$ cat config.mk
export PLATFORM = sky130hd
export DESIGN_NAME = timer_controller
export DESIGN_NICKNAME = d
export VERILOG_FILES = /design/src/rtl/timer_controller.sv
export SDC_FILE = /design/constraint.sdc
export NUM_CORES = 1
export LEC_CHECK = 0
export BUFFER_PORTS_ARGS = -buffer_cell sky130_fd_sc_hd__buf_2
export CORE_MARGIN = 2
export CORE_UTILIZATION = 45
export DETAILED_ROUTE_END_ITERATION = 7
export GPL_ROUTABILITY_DRIVEN = 0
export PLACE_DENSITY = 0.72
export SLEW_MARGIN = 40
export SYNTH_ARGS = -nofsm -noshare
export SYNTH_HDL_FRONTEND = slang
export SYNTH_SLANG_ARGS = --single-unit
$ cat constraint.sdc
create_clock -name clk -period 3.1 [get_ports clk]
set_clock_uncertainty 0.2 [all_clocks]
set_input_delay 0.93 -clock clk [delete_from_list [all_inputs] [get_ports clk]]
set_output_delay 0.93 -clock clk [all_outputs]
set_load 0.05 [all_outputs]
$ cat src/rtl/timer_controller.sv
// Countdown-timer sequencer: mm:ss BCD time, five-state timer FSM driven by
// debounced buttons, and the 1 Hz prescaler that feeds the display painter.
//
// state      | meaning
// INICIAL    | idle, time held at 00:00
// ESTABLECER | setting mode, min/sec buttons edit the time
// CONTANDO   | counting down once per tick
// DETENIDO   | paused, time frozen
// FINAL      | reached 00:00, finish asserted
module timer_controller #(
  parameter int CLK_HZ = 50_000_000
) (
  input  logic       clk,
  input  logic       reset_n,
  input  logic       btn_set,
  input  logic       btn_start,
  input  logic       btn_stop,
  input  logic       btn_clear,
  input  logic       btn_min,
  input  logic       btn_sec,
  output logic [3:0] dig0,
  output logic [3:0] dig1,
  output logic [3:0] dig2,
  output logic [3:0] dig3,
  output logic [2:0] actualState,
  output logic       finish,
  output logic       clk1Hz,
  output logic       tick
);

  localparam int PW = $clog2(CLK_HZ);

  typedef enum logic [2:0] {
    INICIAL    = 3'b000,
    ESTABLECER = 3'b001,
    CONTANDO   = 3'b010,
    DETENIDO   = 3'b011,
    FINAL      = 3'b101
  } state_t;

  state_t        state, state_next;
  logic [5:0]    btn, btn_q, ev;
  logic          ev_clear, ev_stop, ev_start, ev_set, ev_min, ev_sec;
  logic [15:0]   t_cur, t_next;
  logic          t_zero, pre_clr;
  logic [PW-1:0] pre, pre_next;

  assign btn = {btn_clear, btn_stop, btn_start, btn_set, btn_min, btn_sec};
  assign ev  = btn & ~btn_q;
  assign {ev_clear, ev_stop, ev_start, ev_set, ev_min, ev_sec} = ev;

  assign t_cur       = {dig0, dig1, dig2, dig3};
  assign t_zero      = (t_cur == 16'h0000);
  assign actualState = state;

  // Two BCD digits counting 00..59 with wrap.
  function automatic logic [7:0] inc60(input logic [3:0] tens, input logic [3:0] units);
    logic [7:0] r;
    if (units == 4'd9) begin
      if (tens == 4'd5) r = 8'h00;
      else              r = {tens + 4'd1, 4'd0};
    end else begin
      r = {tens, units + 4'd1};
    end
    return r;
  endfunction

  function automatic logic [15:0] dec_time(input logic [15:0] t);
    logic [15:0] r;
    r = t;
    if (t[3:0] != 4'd0) begin
      r[3:0] = t[3:0] - 4'd1;
    end else if (t[7:4] != 4'd0) begin
      r[7:0] = {t[7:4] - 4'd1, 4'd9};
    end else if (t[15:8] != 8'h00) begin
      r[7:0] = 8'h59;
      if (t[11:8] != 4'd0) r[11:8]  = t[11:8] - 4'd1;
      else                 r[15:8]  = {t[15:12] - 4'd1, 4'd9};
    end
    return r;
  endfunction

  always_comb begin
    state_next = state;
    t_next     = t_cur;
    pre_clr    = 1'b0;
    case (state)
      INICIAL: begin
        t_next = 16'h0000;
        if (ev_set) state_next = ESTABLECER;
      end
      ESTABLECER: begin
        if (ev_clear) begin
          t_next = 16'h0000;
        end else if (ev_start && !t_zero) begin
          state_next = CONTANDO;
          pre_clr    = 1'b1;
        end else begin
          if (ev_min) t_next[15:8] = inc60(dig0, dig1);
          if (ev_sec) t_next[7:0]  = inc60(dig2, dig3);
        end
      end
      CONTANDO: begin
        if (ev_clear) begin
          state_next = INICIAL;
          t_next     = 16'h0000;
        end else if (ev_stop) begin
          state_next = DETENIDO;
        end else if (tick) begin
          t_next = dec_time(t_cur);
          if (t_next == 16'h0000) state_next = FINAL;
        end
      end
      DETENIDO: begin
        if (ev_clear) begin
          state_next = INICIAL;
          t_next     = 16'h0000;
        end else if (ev_start) begin
          state_next = CONTANDO;
          pre_clr    = 1'b1;
        end else if (ev_set) begin
          state_next = ESTABLECER;
        end
      end
      FINAL: begin
        t_next = 16'h0000;
        if (ev_clear || ev_set) state_next = INICIAL;
      end
      default: begin
        state_next = INICIAL;
        t_next     = 16'h0000;
      end
    endcase
  end

  // tick/clk1Hz are decoded from the next prescaler value so they stay registered.
  always_comb begin
    if (pre_clr || pre == PW'(CLK_HZ - 1)) pre_next = '0;
    else                                   pre_next = pre + PW'(1);
  end

  always_ff @(posedge clk or negedge reset_n) begin
    if (!reset_n) begin
      state  <= INICIAL;
      dig0   <= 4'd0;
      dig1   <= 4'd0;
      dig2   <= 4'd0;
      dig3   <= 4'd0;
      btn_q  <= 6'b0;
      pre    <= '0;
      tick   <= 1'b0;
      clk1Hz <= 1'b1;
      finish <= 1'b0;
    end else begin
      state                  <= state_next;
      {dig0, dig1, dig2, dig3} <= t_next;
      btn_q                  <= btn;
      pre                    <= pre_next;
      tick                   <= (pre_next == PW'(CLK_HZ - 1));
      clk1Hz                 <= (pre_next < PW'(CLK_HZ / 2));
      finish                 <= (state_next == FINAL);
    end
  end

endmodule

==> results.sh, run 1 <==
export IMPL_status="complete, no violations"
export IMPL_flow_area_growth_from_synthesis_pct=16.1
export IMPL_share_seq_of_total_power_pct=32.1
export IMPL_cell_internal_pwr_uw=1980
export IMPL_hpwlAfterDp_um=8300
export IMPL_comb_power_share_pct=57.4
export IMPL_cts_sinks=54
export IMPL_most_common_layout_cells="sky130_fd_sc_hd__nor2_1, sky130_fd_sc_hd__dfrtp_1, sky130_fd_sc_hd__nand2_1, sky130_fd_sc_hd__buf_4, sky130_fd_sc_hd__buf_2"
export IMPL_antenna_violations_before_repair=0
export IMPL_drv_max_cap_violation_count=0
export IMPL_timing_critical_path_buf_inv=2
export IMPL_path_cells="inv_1 -> ha_2 -> or3b_4 -> buf_4 -> nor4_1 -> mux2i_1 -> nand3_1 -> nor3_2 -> nand4_1 -> a21oi_1"
export IMPL_dr_pass1_iters=5
export IMPL_layout_drive_gt1_share_pct=19.3
export IMPL_power_share_clock_pct=10.5
export IMPL_cts_root_buf="sky130_fd_sc_hd__clkbuf_8"
export IMPL_timing_hold_ws_ns=0.317
export IMPL_post_layout_total_power_uw=3850
export IMPL_route_detailed_vias_per_inst=6.13
export IMPL_finalHoldViolCount=0
export IMPL_synthDistinctLibCells=68
export IMPL_total_leakage_power_uw=0.00193
export IMPL_synth_fp_nets=495
export IMPL_worst_path_dominant_cell_family="simple AND/OR/NAND/NOR gates"
export IMPL_drtIter0Drc=285
export IMPL_antenna_cells=0
export IMPL_globalRouteTotalUtil_pct=23.0
export IMPL_power_switching_uw=1870
export IMPL_power_density_mw_per_mm2=847
export IMPL_dp_slack_ns=-0.00239
export IMPL_htreeDepth=2
export IMPL_cts_inserted_buffers=5
export IMPL_synth_seq_cells=54
export IMPL_syn_instance_count=472
export IMPL_grt_max_degree=33
export IMPL_tritoncts="built"
export IMPL_finalWirelength_um=10700
export IMPL_endpoint_kind="flip-flop"
export IMPL_postRouteAntennaNets=0
export IMPL_post_route_period_util_pct=97.1
export IMPL_hp_class="reg2reg"
export IMPL_detail_route_drc_violations=0
export IMPL_layout_cells_most_common="sky130_fd_sc_hd__nor2_1"
export IMPL_worstPathMaxFanout=10
export IMPL_report_final_slew_viol_count=0
export IMPL_die_area_mm2=0.00947
export IMPL_timing_critical_path_slowest_stage_cell="sky130_fd_sc_hd__or3b_4"
export IMPL_synth_yosys_warnings=0
export IMPL_tightestPinTransition_ns=0.542
export IMPL_fp_coreArea_mm2=0.00859
export IMPL_cts_root_to_sink_buffers=2
export IMPL_grt_pass1_wl_um=18200
export IMPL_placementRows=34
export IMPL_post_synth_cell_area_avg_um2=8.30
export IMPL_clock_latency_ns=0.31
export IMPL_timing_final_ws_setup_ns=0.0900
export IMPL_start_kind="flip-flop"
export IMPL_synth_main_ff_cell="sky130_fd_sc_hd__dfrtp_1"
export IMPL_vdd_drop_max_mv=0.459
export IMPL_final_nets=551
export IMPL_critical_path_max_stage_delay_ns=0.42
export IMPL_setup_violation_total_in_the_final_timing_report=0
export IMPL_global_route_overflow_total=0
export IMPL_cts_reportedPaths_clkPinSlew_ns=0.09
export IMPL_synth_seq_area_share_pct=34.5
export IMPL_routed_via_count=3900
export IMPL_width_of_the_chip_um=97.3
export IMPL_required_ns=3.12
export IMPL_floorplan_initialDensity_pct=45.6
export IMPL_post_synthesis_async_set_or_reset_flop_share_pct=100
export IMPL_ctsHoldBuffers=0
export IMPL_synth_enable_flop_cells=0
export IMPL_vias_in_the_first_global_route=3853
export IMPL_design_portCount=30
export IMPL_synth_area_mm2=0.00392
export IMPL_sw_frac_of_total_pct=48.6
export IMPL_final_min_clock_period_ns=3.01
export IMPL_maxSlewHeadroom_pct=63.8
export IMPL_post_drt_wl_per_cell_um=16.9
export IMPL_max_freq_ghz=0.332
export IMPL_crit_arrival_ns=3.03
export IMPL_rsz0062_at_grt="yes"
export IMPL_die_height_um=97.3
export IMPL_critical_path_class="reg2reg"
export IMPL_finalSetupTns_ns=0
export IMPL_numPortBuffers=29
Yosys cell counts, types with 4 or more instances:
cell                        n  area, um^2
sky130_fd_sc_hd__and2_1     4        25.0
sky130_fd_sc_hd__nor2_1    53         199
sky130_fd_sc_hd__buf_2      6        30.0
sky130_fd_sc_hd__a21oi_1   20         100
sky130_fd_sc_hd__nor2b_1   10        62.6
sky130_fd_sc_hd__clkbuf_1  16        60.1
sky130_fd_sc_hd__nand2_1   44         165
sky130_fd_sc_hd__nor3b_1    7        52.6
sky130_fd_sc_hd__o31ai_1    6        45.0
sky130_fd_sc_hd__nand2b_1   4        25.0
sky130_fd_sc_hd__o21ai_0   12        60.1
sky130_fd_sc_hd__o21ai_1   10        50.1
sky130_fd_sc_hd__nand3_1   25         125
sky130_fd_sc_hd__and3_1     6        37.5
sky130_fd_sc_hd__o211ai_1   6        45.0
sky130_fd_sc_hd__inv_1     18        67.6
sky130_fd_sc_hd__or3_1      4        25.0
sky130_fd_sc_hd__dfrtp_1   53        1330
sky130_fd_sc_hd__nor4_1    11        68.8
sky130_fd_sc_hd__nand4_1   14        87.6
sky130_fd_sc_hd__nor3_1    19        95.1
sky130_fd_sc_hd__a31oi_1    7        43.8
sky130_fd_sc_hd__xor2_1    11        96.3
sky130_fd_sc_hd__ha_1      15         188
sky130_fd_sc_hd__o22ai_1    6        37.5
sky130_fd_sc_hd__and4_1     4        35.0
sky130_fd_sc_hd__xnor2_1   18         158
kinds of logic (layout without fill, tap and decap cells):
group           Yosys count  count (layout)  synth area share [%]
xor+xnor                 29              29                  6.48
buf+inv                  43              99                  4.88
fa+ha+maj                15              15                  4.79
simple gates            226             226                  30.9
compound gates          104             104                  18.1
mux                       1               1                 0.255
flops                    54              54                  34.5
cell type report:
class	instances	area [um^2]
Multi-Input combinational cell	375	2410
Timing Repair Buffer	74	495
Fill cell	823	4040
Tap cell	108	135
Inverter	18	67.6
Sequential cell	54	1360
Clock buffer	7	86.3
layer usage:
metal / GRT usage, % / share of wire (%)
met5: 0 / 0
met4: 9.62 / 2.8
met3: 3.45 / 6.0
met2: 40.7 / 51
met1: 27.8 / 40
registers in the layout, indices dropped and copies added, names as in the netlist, 3 cells and up:
register     count
dig3             4
pre             26
actualState      3
dig0             4
dig1             4
btn_q            6
dig2             4
power by group through the flow:
stage | Sequential (uW) | Clock, uW | Combinational (uW)
2_1_floorplan | 1290 | 0 | 1460
3_3_place_gp | 1230 | 0 | 2110
3_5_place_dp | 1240 | 0 | 2150
4_1_cts | 1230 | 420 | 2160
5_1_grt | 1270 | 449 | 2420
6_report | 1240 | 404 | 2210
repair_timing:
action / in CTS / in global routing
setup endpoints to repair: 2 / 7
setup buffers: 0 / 1
gates resized for setup: 1 / 7
pin swaps: 0 / 2
path summary, 6_finish.rpt:
path / from / to / slack (ns) / cells past startpoint
worst max-delay path: dig3[1] / actualState[2] / 0.09 / 10
worst min-delay path: pre[0] / pre[0] / 0.32 / 1
worst max register to register: dig3[1] / actualState[2] / 0.09 / 10
worst min register to register: pre[0] / pre[0] / 0.32 / 1
max in group asynchronous: reset_n / pre[6] / 1.74 / 2
min in group asynchronous: reset_n / dig0[2] / 0.39 / 1
stage by stage:
stage	area, um^2	utilization (%)	std cells
2_1_floorplan	3940	-	472
3_3_place_gp	4430	51.5	628
3_5_place_dp	4430	51.5	628
4_1_cts	4520	52.6	635
5_1_grt	4550	53.0	636
6_report	4550	53.0	636
No activity file was read; power rests on OpenSTA's default activity.
==> run 2, diff against run 1 <==
--- a/config.mk
+++ b/config.mk
@@ -5,6 +5,7 @@
 export SDC_FILE = /design/constraint.sdc
 export NUM_CORES = 1
 export LEC_CHECK = 0
+export ABC_AREA = 1
 export BUFFER_PORTS_ARGS = -buffer_cell sky130_fd_sc_hd__buf_2
 export CORE_MARGIN = 2
 export CORE_UTILIZATION = 45
==> results.sh, run 2 <==
export IMPL_worstHoldPathCells=1
export IMPL_post_synth_xor_area_fraction_pct=4.43
export IMPL_post_route_util_pct=49.9
export IMPL_cts_inserted_buffers=5
export IMPL_globalRouteTotalUtil_pct=21.5
export IMPL_drv_max_cap_violation_count=0
export IMPL_start_kind="flip-flop"
export IMPL_endpoint_kind="flip-flop"
export IMPL_synth_top_cells_by_area="sky130_fd_sc_hd__dfrtp_1, sky130_fd_sc_hd__nand2_1, sky130_fd_sc_hd__nor2_1"
export IMPL_clock_latency_ns=0.32
export IMPL_synth_largest_area_cell="sky130_fd_sc_hd__dfrtp_1"
export IMPL_post_drt_wl_per_cell_um=13.6
export IMPL_layout_drive_gt1_share_pct=11.8
export IMPL_finalHoldViolCount=0
export IMPL_drtIter0Drc=168
export IMPL_tightestPinTransition_ns=0.562
export IMPL_hp_class="reg2reg"
export IMPL_htreeDepth=2
export IMPL_cts_sinks=54
export IMPL_synth_yosys_warnings=0
export IMPL_post_synth_and_or_nand_nor_area_fraction_pct=37.0
export IMPL_postRouteAntennaNets=0
export IMPL_die_area_mm2=0.00956
export IMPL_synthDistinctLibCells=38
export IMPL_antenna_violations_before_repair=0
export IMPL_total_leakage_power_uw=0.00210
export IMPL_synth_compound_gate_area_share_pct=9.81
export IMPL_cts_root_to_sink_buffers=2
export IMPL_width_of_the_chip_um=97.8
export IMPL_cts_setup_buffers=0
export IMPL_post_route_period_util_pct=88.2
export IMPL_largest_reg_flops=26
export IMPL_post_synthesis_async_set_or_reset_flop_share_pct=100
export IMPL_synth_fp_nets=592
export IMPL_biggest_regs="pre (26), btn_q (6)"
export IMPL_timing_reg2reg_worst_path_depth=14
export IMPL_most_common_layout_cells="sky130_fd_sc_hd__nand2_1, sky130_fd_sc_hd__nor2_1, sky130_fd_sc_hd__inv_1"
export IMPL_die_height_um=97.8
export IMPL_maxSlewHeadroom_pct=62.5
export IMPL_max_freq_ghz=0.366
export IMPL_finalWirelength_um=9720
export IMPL_final_nets=627
export IMPL_status="complete, no violations"
export IMPL_antenna_cells=0
export IMPL_vdd_drop_max_mv=0.390
export IMPL_report_final_slew_viol_count=0
export IMPL_syn_instance_count=569
export IMPL_synth_seq_cells=54
export IMPL_max_flop_register="pre"
export IMPL_cts_reportedPaths_clkPinSlew_ns=0.10
export IMPL_route_detailed_vias_per_inst=5.29
export IMPL_cts_root_buf="sky130_fd_sc_hd__clkbuf_8"
export IMPL_yosys_cell_count_top_type="sky130_fd_sc_hd__nand2_1"
export IMPL_floorplan_initialDensity_pct=45.8
export IMPL_vias_in_the_first_global_route=3748
export IMPL_design_portCount=30
export IMPL_placementRows=34
export IMPL_multiInputGateArea_mm2=0.00222
export IMPL_ys_top_cells_by_count="sky130_fd_sc_hd__nand2_1, sky130_fd_sc_hd__nor2_1, sky130_fd_sc_hd__inv_1, sky130_fd_sc_hd__dfrtp_1, sky130_fd_sc_hd__o21ai_0"
export IMPL_required_ns=3.16
export IMPL_crit_arrival_ns=2.79
export IMPL_worstPathMaxFanout=22
export IMPL_finalSetupTns_ns=0
export IMPL_setup_violation_total_in_the_final_timing_report=0
export IMPL_hpwlAfterDp_um=7590
export IMPL_flow_area_growth_from_synthesis_pct=9.05
export IMPL_sequential_cell_area_mm2=0.00135
export IMPL_rsz0062_at_grt="no"
export IMPL_synth_main_ff_cell="sky130_fd_sc_hd__dfrtp_1"
export IMPL_synth_enable_flop_cells=0
export IMPL_layout_filler_cells=863
export IMPL_global_route_overflow_total=0
export IMPL_muxShareOfSynthArea_pct=0
export IMPL_grt_pass1_wl_um=17000
export IMPL_power_density_mw_per_mm2=843
export IMPL_synth_largest_type_area_fraction_pct=33.5
export IMPL_final_min_clock_period_ns=2.73
export IMPL_critical_path_class="reg2reg"
export IMPL_cts_repair_resize_count=0
export IMPL_yosys_area_share_adder_pct=4.75
export IMPL_ctsHoldBuffers=0
export IMPL_synth_seq_area_share_pct=34.2
export IMPL_numPortBuffers=29
export IMPL_detail_route_drc_violations=0
export IMPL_synth_area_mm2=0.00396
export IMPL_grt_max_degree=33
export IMPL_dominant_combinational_cell_family_by_area_after_synthesis="simple AND/OR/NAND/NOR gates"
export IMPL_fp_coreArea_mm2=0.00864
export IMPL_tritoncts="built"
export IMPL_routed_via_count=3763
export IMPL_post_synth_cell_area_avg_um2=6.95
export IMPL_timing_hold_ws_ns=0.375
export IMPL_dr_pass1_iters=5
export IMPL_layout_cells_most_common="sky130_fd_sc_hd__nand2_1"
==> run 2: cell types whose count changed in the layout (fill, tap and decap cells not counted), sizes merged, moves of 8 or more <==
cell / before / now
nand2: 45 / 148
inv: 18 / 90
nor2: 53 / 101
buf: 74 / 33
o21ai: 22 / 35
nand3: 25 / 37
nor4: 14 / 2
xnor2: 18 / 6
a21oi: 21 / 11
nor2b: 10 / 0
o22ai: 6 / 15
nor3: 19 / 11
==> run 2: area by class of cell <==
| class | instances | area share, % |
|---|---|---|
| Clock buffer | 5 | 1.60 |
| Clock inverter | 2 | 0.348 |
| Multi-Input combinational cell | 420 | 51.4 |
| Tap cell | 108 | 3.13 |
| Sequential cell | 54 | 31.4 |
| Timing Repair Buffer | 33 | 4.35 |
| Inverter | 90 | 7.83 |
==> run 2: kinds of logic after synthesis <==
group	count (synthesis)
AO/OA/AOI/OAI	70
XOR/XNOR	20
adder cells (fa/ha/maj)	15
buffers and inverters	95
flip-flops	54
AND/OR/NAND/NOR	315
==> run 2: where the power goes <==
group,internal [uW],switching (uW)
sequential,821,158
combinational,691,1560
clock,155,248
total,1670,1970
==> run 2: stage by stage <==
step | total power, uW | setup slack [ns] | instance area, um^2 | instances
final | 3640 | 0.365 | 4310 | 712
after global routing | 3970 | 0.0884 | 4310 | 712
after CTS | 3630 | 0.338 | 4310 | 712
after detailed placement | 3220 | 0.0238 | 4230 | 705
after global placement | 3180 | 0.0581 | 4230 | 705
after floorplan | 2730 | 0.564 | 3960 | 569
==> run 2: path summary, 6_finish.rpt <==
path | start | endpoint | slack (ns)
worst max-delay path | dig3[0] | clk1Hz | 0.37
worst min-delay path | pre[0] | pre[0] | 0.37
worst max register to register | dig3[0] | clk1Hz | 0.37
worst min register to register | pre[0] | pre[0] | 0.37
max in group asynchronous | reset_n | pre[22] | 1.73
min in group asynchronous | reset_n | btn_q[5] | 0.39
==> run 2: critical path, stage by stage, from the launching register on <==
cell and delay (ns):
sky130_fd_sc_hd__dfrtp_1 0.48, sky130_fd_sc_hd__inv_1 0.13, sky130_fd_sc_hd__ha_1 0.22, sky130_fd_sc_hd__nand3_4 0.14, sky130_fd_sc_hd__nor2_8 0.19, sky130_fd_sc_hd__nand2_4 0.12
sky130_fd_sc_hd__nand3_4 0.11, sky130_fd_sc_hd__nand3_4 0.26, sky130_fd_sc_hd__buf_4 0.27, sky130_fd_sc_hd__nor3b_1 0.17, sky130_fd_sc_hd__nand2_1 0.08, sky130_fd_sc_hd__nor2_2 0.12
sky130_fd_sc_hd__nand2_1 0.05, sky130_fd_sc_hd__nor2_1 0.08, sky130_fd_sc_hd__nor2_1 0.05
==> run 2: metal layers <==
metal,vias to the layer above,GRT usage [%],routed length (um)
met5,-,0,0
met4,0,8.76,252
met3,26,3.08,548
met2,116,37.2,4790
met1,1751,27.1,4130
li1,1870,-,-
